==> config.mk <==
export PLATFORM = sky130hd
export DESIGN_NAME = fetch_queue_flat
export DESIGN_NICKNAME = d
export VERILOG_FILES = /design/src/rtl/fetch_queue_if.sv /design/src/rtl/fetch_queue.sv /design/src/flat_wrapper.sv
export SDC_FILE = /design/constraint.sdc
export NUM_CORES = 1
export LEC_CHECK = 0
export CAP_MARGIN = 5
export CELL_PAD_IN_SITES_DETAIL_PLACEMENT = 1
export CELL_PAD_IN_SITES_GLOBAL_PLACEMENT = 1
export CORE_MARGIN = 10
export CORE_UTILIZATION = 44
export DETAILED_ROUTE_END_ITERATION = 8
export GPL_ROUTABILITY_DRIVEN = 0
export GPL_TIMING_DRIVEN = 0
export PLACE_DENSITY = 0.84
export SYNTH_ARGS = -nofsm -noshare
export SYNTH_HDL_FRONTEND = slang
export SYNTH_SLANG_ARGS = --single-unit
==> constraint.sdc <==
create_clock -name clk -period 2.1 [get_ports clk]
set_clock_uncertainty 0.15 [all_clocks]
set_input_delay 0.42 -clock clk [delete_from_list [all_inputs] [get_ports clk]]
set_output_delay 0.42 -clock clk [all_outputs]
set_load 0.01 [all_outputs]
==> src/rtl/fetch_queue_if.sv <==
// Fetch-to-decode queue bus: fetch slot in, redirect from execute, head entry out to decode.
// The master side is the pipeline environment; the queue itself sits on the slave side.
interface fetch_queue_if #(
   parameter int XLEN = 32
);
   logic            inst_v_i;
   logic [XLEN-1:0] pc_i;
   logic [XLEN-1:0] inst_i;
   logic            pc_v_x;
   logic            stall_f;
   logic            inst_v_d;
   logic            ready_d;
   logic [XLEN-1:0] pc_d;
   logic [XLEN-1:0] inst_d;
   logic            misalign_d;

   modport master (
      output inst_v_i, pc_i, inst_i, pc_v_x, ready_d,
      input  stall_f, inst_v_d, pc_d, inst_d, misalign_d
   );

   modport slave (
      input  inst_v_i, pc_i, inst_i, pc_v_x, ready_d,
      output stall_f, inst_v_d, pc_d, inst_d, misalign_d
   );
endinterface

==> src/rtl/fetch_queue.sv <==
// Instruction queue between fetch and decode: DEPTH-entry FIFO of {pc, inst, misalign}
// with a redirect flush, an almost-full stall to fetch and a sticky overflow flag.
module fetch_queue #(
   parameter int DEPTH = 4,
   parameter int XLEN  = 32
) (
   input  logic          clk,
   input  logic          reset_n,
   fetch_queue_if.slave  fq,
   output logic          overflow
);
   localparam int AW = $clog2(DEPTH);
   localparam logic [AW:0] FULL_CNT  = (AW+1)'(DEPTH);
   localparam logic [AW:0] STALL_CNT = (AW+1)'(DEPTH - 1);

   logic [AW-1:0]   wr_ptr;
   logic [AW-1:0]   rd_ptr;
   logic [AW:0]     count;
   logic [XLEN-1:0] pc_mem   [DEPTH];
   logic [XLEN-1:0] inst_mem [DEPTH];
   logic [DEPTH-1:0] mis_mem;

   logic full;
   logic push;
   logic pop;
   logic drop;

   assign full = (count == FULL_CNT);
   assign pop  = fq.inst_v_d & fq.ready_d & ~fq.pc_v_x;
   // A full queue still accepts a word when the head leaves in the same cycle.
   assign push = fq.inst_v_i & ~fq.pc_v_x & (~full | pop);
   assign drop = fq.inst_v_i & ~fq.pc_v_x & full & ~pop;

   always_ff @(posedge clk or negedge reset_n) begin
      if (!reset_n) begin
         wr_ptr   <= '0;
         rd_ptr   <= '0;
         count    <= '0;
         overflow <= 1'b0;
      end else begin
         if (drop)
            overflow <= 1'b1;
         if (fq.pc_v_x) begin
            wr_ptr <= '0;
            rd_ptr <= '0;
            count  <= '0;
         end else begin
            if (push)
               wr_ptr <= wr_ptr + 1'b1;
            if (pop)
               rd_ptr <= rd_ptr + 1'b1;
            if (push && !pop)
               count <= count + 1'b1;
            else if (pop && !push)
               count <= count - 1'b1;
         end
      end
   end

   always_ff @(posedge clk or negedge reset_n) begin
      if (!reset_n) begin
         for (int i = 0; i < DEPTH; i++) begin
            pc_mem[i]   <= '0;
            inst_mem[i] <= '0;
         end
         mis_mem <= '0;
      end else if (push) begin
         pc_mem[wr_ptr]   <= fq.pc_i;
         inst_mem[wr_ptr] <= fq.inst_i;
         mis_mem[wr_ptr]  <= (fq.pc_i[1:0] != 2'b00);
      end
   end

   // Head and stall are pure functions of registered state; nothing from inputs leaks through.
   assign fq.inst_v_d   = (count != '0);
   assign fq.pc_d       = pc_mem[rd_ptr];
   assign fq.inst_d     = inst_mem[rd_ptr];
   assign fq.misalign_d = mis_mem[rd_ptr];
   assign fq.stall_f    = (count >= STALL_CNT);
endmodule

==> src/flat_wrapper.sv <==
// flat-port wrapper written by rule: the top's interface ports become plain ports
module fetch_queue_flat 
#(
   parameter int DEPTH = 4,
   parameter int XLEN  = 32
)
  (clk, reset_n, overflow, fq_inst_v_i, fq_pc_i, fq_inst_i, fq_pc_v_x, fq_ready_d, fq_stall_f, fq_inst_v_d, fq_pc_d, fq_inst_d, fq_misalign_d);
  fetch_queue_if #(.XLEN(XLEN)) fq_i ();
  input  logic clk;
  input  logic reset_n;
  output logic overflow;
  input wire logic [$bits(fq_i.inst_v_i)-1:0] fq_inst_v_i;
  input wire logic [$bits(fq_i.pc_i)-1:0] fq_pc_i;
  input wire logic [$bits(fq_i.inst_i)-1:0] fq_inst_i;
  input wire logic [$bits(fq_i.pc_v_x)-1:0] fq_pc_v_x;
  input wire logic [$bits(fq_i.ready_d)-1:0] fq_ready_d;
  output wire logic [$bits(fq_i.stall_f)-1:0] fq_stall_f;
  output wire logic [$bits(fq_i.inst_v_d)-1:0] fq_inst_v_d;
  output wire logic [$bits(fq_i.pc_d)-1:0] fq_pc_d;
  output wire logic [$bits(fq_i.inst_d)-1:0] fq_inst_d;
  output wire logic [$bits(fq_i.misalign_d)-1:0] fq_misalign_d;
  assign fq_i.inst_v_i = fq_inst_v_i;
  assign fq_i.pc_i = fq_pc_i;
  assign fq_i.inst_i = fq_inst_i;
  assign fq_i.pc_v_x = fq_pc_v_x;
  assign fq_i.ready_d = fq_ready_d;
  assign fq_stall_f = fq_i.stall_f;
  assign fq_inst_v_d = fq_i.inst_v_d;
  assign fq_pc_d = fq_i.pc_d;
  assign fq_inst_d = fq_i.inst_d;
  assign fq_misalign_d = fq_i.misalign_d;
  fetch_queue #(.DEPTH(DEPTH), .XLEN(XLEN)) u_core (.clk(clk), .reset_n(reset_n), .fq(fq_i), .overflow(overflow));
endmodule
==> flow_summary.rst <==
.. list-table::
   :header-rows: 1

   * - Metric
     - Value
   * - Run status
     - finished, violations left
   * - Violations in the final reports
     - setup timing
   * - Instance count along the most critical hold path
     - 2
   * - Initial antenna violation count
     - 1
   * - Final HPWL DP
     - 19.2 mm
   * - Clock insertion delay at the later pin of the skew report
     - 0.55 ns
   * - Boundary Pins
     - 137
   * - Hold Path Class
     - in -> reg
   * - Number of enable flip-flop cells after synthesis
     - 0
   * - Largest net degree at the start of global routing
     - 97
   * - IO Port Bufs
     - 135
   * - Avg Vias per Cell
     - 5.33
   * - Synth Instances
     - 691
   * - Net switching power
     - 0.00623 W
   * - Total wire length
     - 35.2 mm
   * - Drc violations
     - 0
   * - Worst-path fanout max
     - 5
   * - Main combinational cell family by area after synthesis
     - multiplexers
   * - Power density over cell area
     - 1280 nW/um^2
   * - Number of CTS-inserted buffers
     - 30
   * - Seq cells post-synth
     - 268
   * - Clock sink total
     - 268
   * - Arrival time of data at the critical path endpoint
     - 2.07 ns
   * - Synth unique cells
     - 36
   * - Core region area
     - 28800 sq um
   * - Power share of the combinational group
     - 38.5%
   * - Die Footprint
     - 36400 sq um
   * - Kind of start point of the critical path
     - flip-flop
   * - Overall die height
     - 191 microns
   * - Critical path buffer and inverter count
     - 4
   * - Fraction of the mapped netlist area in simple logic gates
     - 1.41%
   * - Portion of the post-synthesis area used by sequential elements
     - 52.2%
   * - Overall routing resource usage
     - 18.9%
   * - Worst flop-to-flop path startpoint
     - u_core.count[0]
   * - Max-Cap Viols
     - 0
   * - Die extent in x
     - 191 microns
   * - Switching portion of total power
     - 28.0%
   * - Internal cell power
     - 0.0160 W
   * - Critical Path Max Stage Delay
     - 0.49 ns
   * - Hold Worst Slack
     - 0.0810 ns
   * - Worst reg2reg setup slack
     - -0.29 ns
   * - DRC violation total after the first TritonRoute iteration
     - 354
   * - Startpoint-to-endpoint class of the critical path
     - reg -> out
   * - Adder-cell share of the synthesized area
     - 0.546%
   * - Syn_nets
     - 765
   * - Starting Density
     - 44.6%
   * - Leak Pwr
     - 8.39 nW
   * - Antenna diode count
     - 0
   * - Area fraction in compound gates after synthesis
     - 0.643%
   * - Signed area change from the synthesized netlist to the final layout
     - 35.2%
   * - Number of buffers on the longest clock path
     - 3
   * - RSZ-0062 raised after global routing
     - yes
   * - Largest area contributor in the netlist
     - sky130_fd_sc_hd__dfrtp_1
   * - Yosys warns
     - 0
   * - Count of vias placed by the detailed router
     - 7143
   * - Slowest cell on the critical path
     - sky130_fd_sc_hd__dfrtp_2
   * - Fraction of layout cells with a size suffix above 1
     - 60.7%
   * - Crit path setup slack, layout
     - -0.539 ns
   * - Count of nets left with antenna violations after detail routing
     - 0
   * - Reg-to-reg critical path endpoint
     - u_core.count[2]
   * - Final hold vios
     - 0
   * - Time the final worst path needs with I/O delays and setup
     - 2.64 ns
   * - Fraction of registers with async set/reset
     - 100%
   * - NumNets Final
     - 1009
   * - Mean cell area of the mapped netlist
     - 18.6 sq um
   * - Kind of cell adding the most delay to the critical path
     - buffers and inverters
   * - Via count of the first global-routing pass
     - 8475
   * - Area share of the largest cell type after synthesis
     - 52.2%
   * - Parity-gate share of the synthesized area counting xor and xnor cells
     - 0.273%
   * - Portion of netlist area occupied by mux cells
     - 40.1%
   * - Setup Viol. Count Final
     - 257
   * - Worst setup EP type
     - output port
   * - Wirelength per Cell
     - 26.2 microns
   * - Highest clock frequency the design can meet
     - 379 MHz
   * - GRT overflow
     - 0
   * - Placement row count
     - 62
   * - Data required time of the worst path
     - 1.53 ns
   * - Peak supply drop
     - 0.764 mV
   * - Cells along the critical path
     - buf_6 > buf_12 > buf_6 > mux4_2 > buf_6
   * - Clock transition at the register clock pins on the worst setup and hold paths after CTS
     - 0.06 ns
   * - Global-route wire length before repair
     - 53.8 mm
   * - Post-route non-filler standard cell count
     - 1340
   * - Worst reg-to-reg path cell count
     - 8
   * - Share of total power in the clock network
     - 23.1%
   * - Count of TritonRoute iterations in the first routing pass
     - 4
   * - Relative slew margins
     - 63.8%
   * - Most used cells in the layout excluding fill and tap cells
     - sky130_fd_sc_hd__dfrtp_1 (265), sky130_fd_sc_hd__mux2_4 (224), sky130_fd_sc_hd__buf_6 (82)
   * - Cells taking the most area after synthesis
     - sky130_fd_sc_hd__dfrtp_1 (52%), sky130_fd_sc_hd__mux2_4 (23%), sky130_fd_sc_hd__mux4_2 (11%), sky130_fd_sc_hd__mux2_2 (5.3%), sky130_fd_sc_hd__buf_12 (3.7%)
   * - H-tree level count
     - 1
   * - Most numerous cell on the critical path
     - sky130_fd_sc_hd__buf_6
   * - Clock Tree Root
     - sky130_fd_sc_hd__clkbuf_16
   * - Synth Flop Type
     - sky130_fd_sc_hd__dfrtp_1
   * - Worst hold endpoint
     - u_core.wr_ptr[0]
   * - Cell count after placement
     - 1212
   * - Min-Delay Startpoint
     - fq_pc_v_x
   * - TritonCTS clock tree
     - yes
   * - Transition time at the pin with the least slew margin
     - 0.538 ns
   * - Fin. max-slew vios
     - 0
   * - Most frequent standard cell in the layout excluding fill and tap cells
     - sky130_fd_sc_hd__dfrtp_1
   * - Portion of total power attributed to sequential cells
     - 38.5%
   * - Final Cycle Share
     - 126%
   * - Netlist area before placement
     - 12800 sq um
==> logic make-up (layout without fill, tap and decap cells) <==
| family | count (synthesis) | after routing |
|---|---|---|
| and+or+nand+nor | 25 | 25 |
| AOI/OAI and AO/OA | 12 | 12 |
| DFF | 268 | 268 |
| buffers and inverters | 52 | 317 |
| adders and majority gates | 5 | 5 |
| muxes | 325 | 325 |
| xor gates and xnor gates | 4 | 4 |
==> cell type report <==
class,instances,area [sq um]
Buffer,40,682
Clock buffer,49,933
Clock inverter,4,25.0
Fill cell,2497,11400
Inverter,7,26.3
Multi-Input combinational cell,371,5670
Sequential cell,268,6710
Tap cell,384,480
Timing Repair Buffer,217,2830
==> state kept, by name, summed over array words and instances (netlist names) <==
register	flops
u_core.count	3
u_core.inst_mem	128
u_core.mis_mem	4
u_core.overflow	1
u_core.pc_mem	128
u_core.rd_ptr	2
u_core.wr_ptr	2
==> repair_timing <==
action,4_1_cts,5_1_grt
endpoints found under the hold margin,82,0
endpoints found under the setup margin,269,411
buffers inserted,49,16
pin swaps,7,13
gates cloned,28,3
resized for setup,425,66
hold buffers,3,0
==> per-layer routing <==
metal  vias up  share of wire, %  wire length (microns)  global-route usage, %
li1       3059                 -                      -                      -
met1      3901                44                  15600                   25.8
met2       144                51                  17800                   31.7
met3        37               3.4                   1190                   2.83
met4         2               1.5                    542                   3.42
met5         -             0.037                     13                      0
==> worst max-delay path by stage <==
| stage | from | to | slack, ns | cells after the start |
|---|---|---|---|---|
| after floorplan | u_core.count[1] | u_core.count[2] | -0.06 | 7 |
| after global placement | reset_n | u_core.count[0] | -12.07 | 1 |
| after detailed placement | u_core.rd_ptr[1] | fq_inst_d[24] | -1.01 | 4 |
| after CTS | u_core.rd_ptr[0] | fq_inst_d[16] | -0.59 | 6 |
| after global routing | u_core.rd_ptr[0] | fq_pc_d[28] | -0.61 | 5 |
| final | u_core.rd_ptr[0] | fq_pc_d[28] | -0.54 | 5 |
==> per-stage QoR <==
| step | cell area (sq um) | setup TNS (ns) | total power (W) | setup slack (ns) | util (%) |
|---|---|---|---|---|---|
| finish | 17400 | -48.66 | 0.0222 | -0.539 | 60.3 |
| global route | 17400 | -58.84 | 0.0233 | -0.607 | 60.3 |
| CTS | 17400 | -39.05 | 0.0220 | -0.589 | 60.3 |
| detailed placement | 14700 | -207.87 | 0.0157 | -1.01 | 51.2 |
| global placement | 14700 | -3151.66 | 0.0154 | -12.07 | 51.0 |
| floorplan | 12900 | -0.0642 | 0.0130 | -0.0642 | - |
==> power groups by stage <==
stage	Combinational, W	Sequential, W	Clock [W]
floorplan	0.00496	0.00800	0
global placement	0.00710	0.00833	0
detailed placement	0.00732	0.00842	0
CTS	0.00836	0.00843	0.00522
global route	0.00907	0.00881	0.00546
finish	0.00856	0.00856	0.00514
==> synthesized netlist by cell type (2+ instances only) <==
master / count
sky130_fd_sc_hd__a21oi_1: 2
sky130_fd_sc_hd__and2_1: 2
sky130_fd_sc_hd__buf_1: 2
sky130_fd_sc_hd__buf_12: 24
sky130_fd_sc_hd__buf_2: 8
sky130_fd_sc_hd__buf_4: 4
sky130_fd_sc_hd__clkbuf_1: 5
sky130_fd_sc_hd__dfrtp_1: 268
sky130_fd_sc_hd__ha_1: 4
sky130_fd_sc_hd__inv_1: 7
sky130_fd_sc_hd__mux2_2: 60
sky130_fd_sc_hd__mux2_4: 200
sky130_fd_sc_hd__mux4_2: 65
sky130_fd_sc_hd__nand2_1: 4
sky130_fd_sc_hd__nand2_4: 4
sky130_fd_sc_hd__nor2_1: 7
sky130_fd_sc_hd__o21ai_0: 4
sky130_fd_sc_hd__xnor2_1: 2
sky130_fd_sc_hd__xor2_1: 2
(Power assumes the default switching activity.)
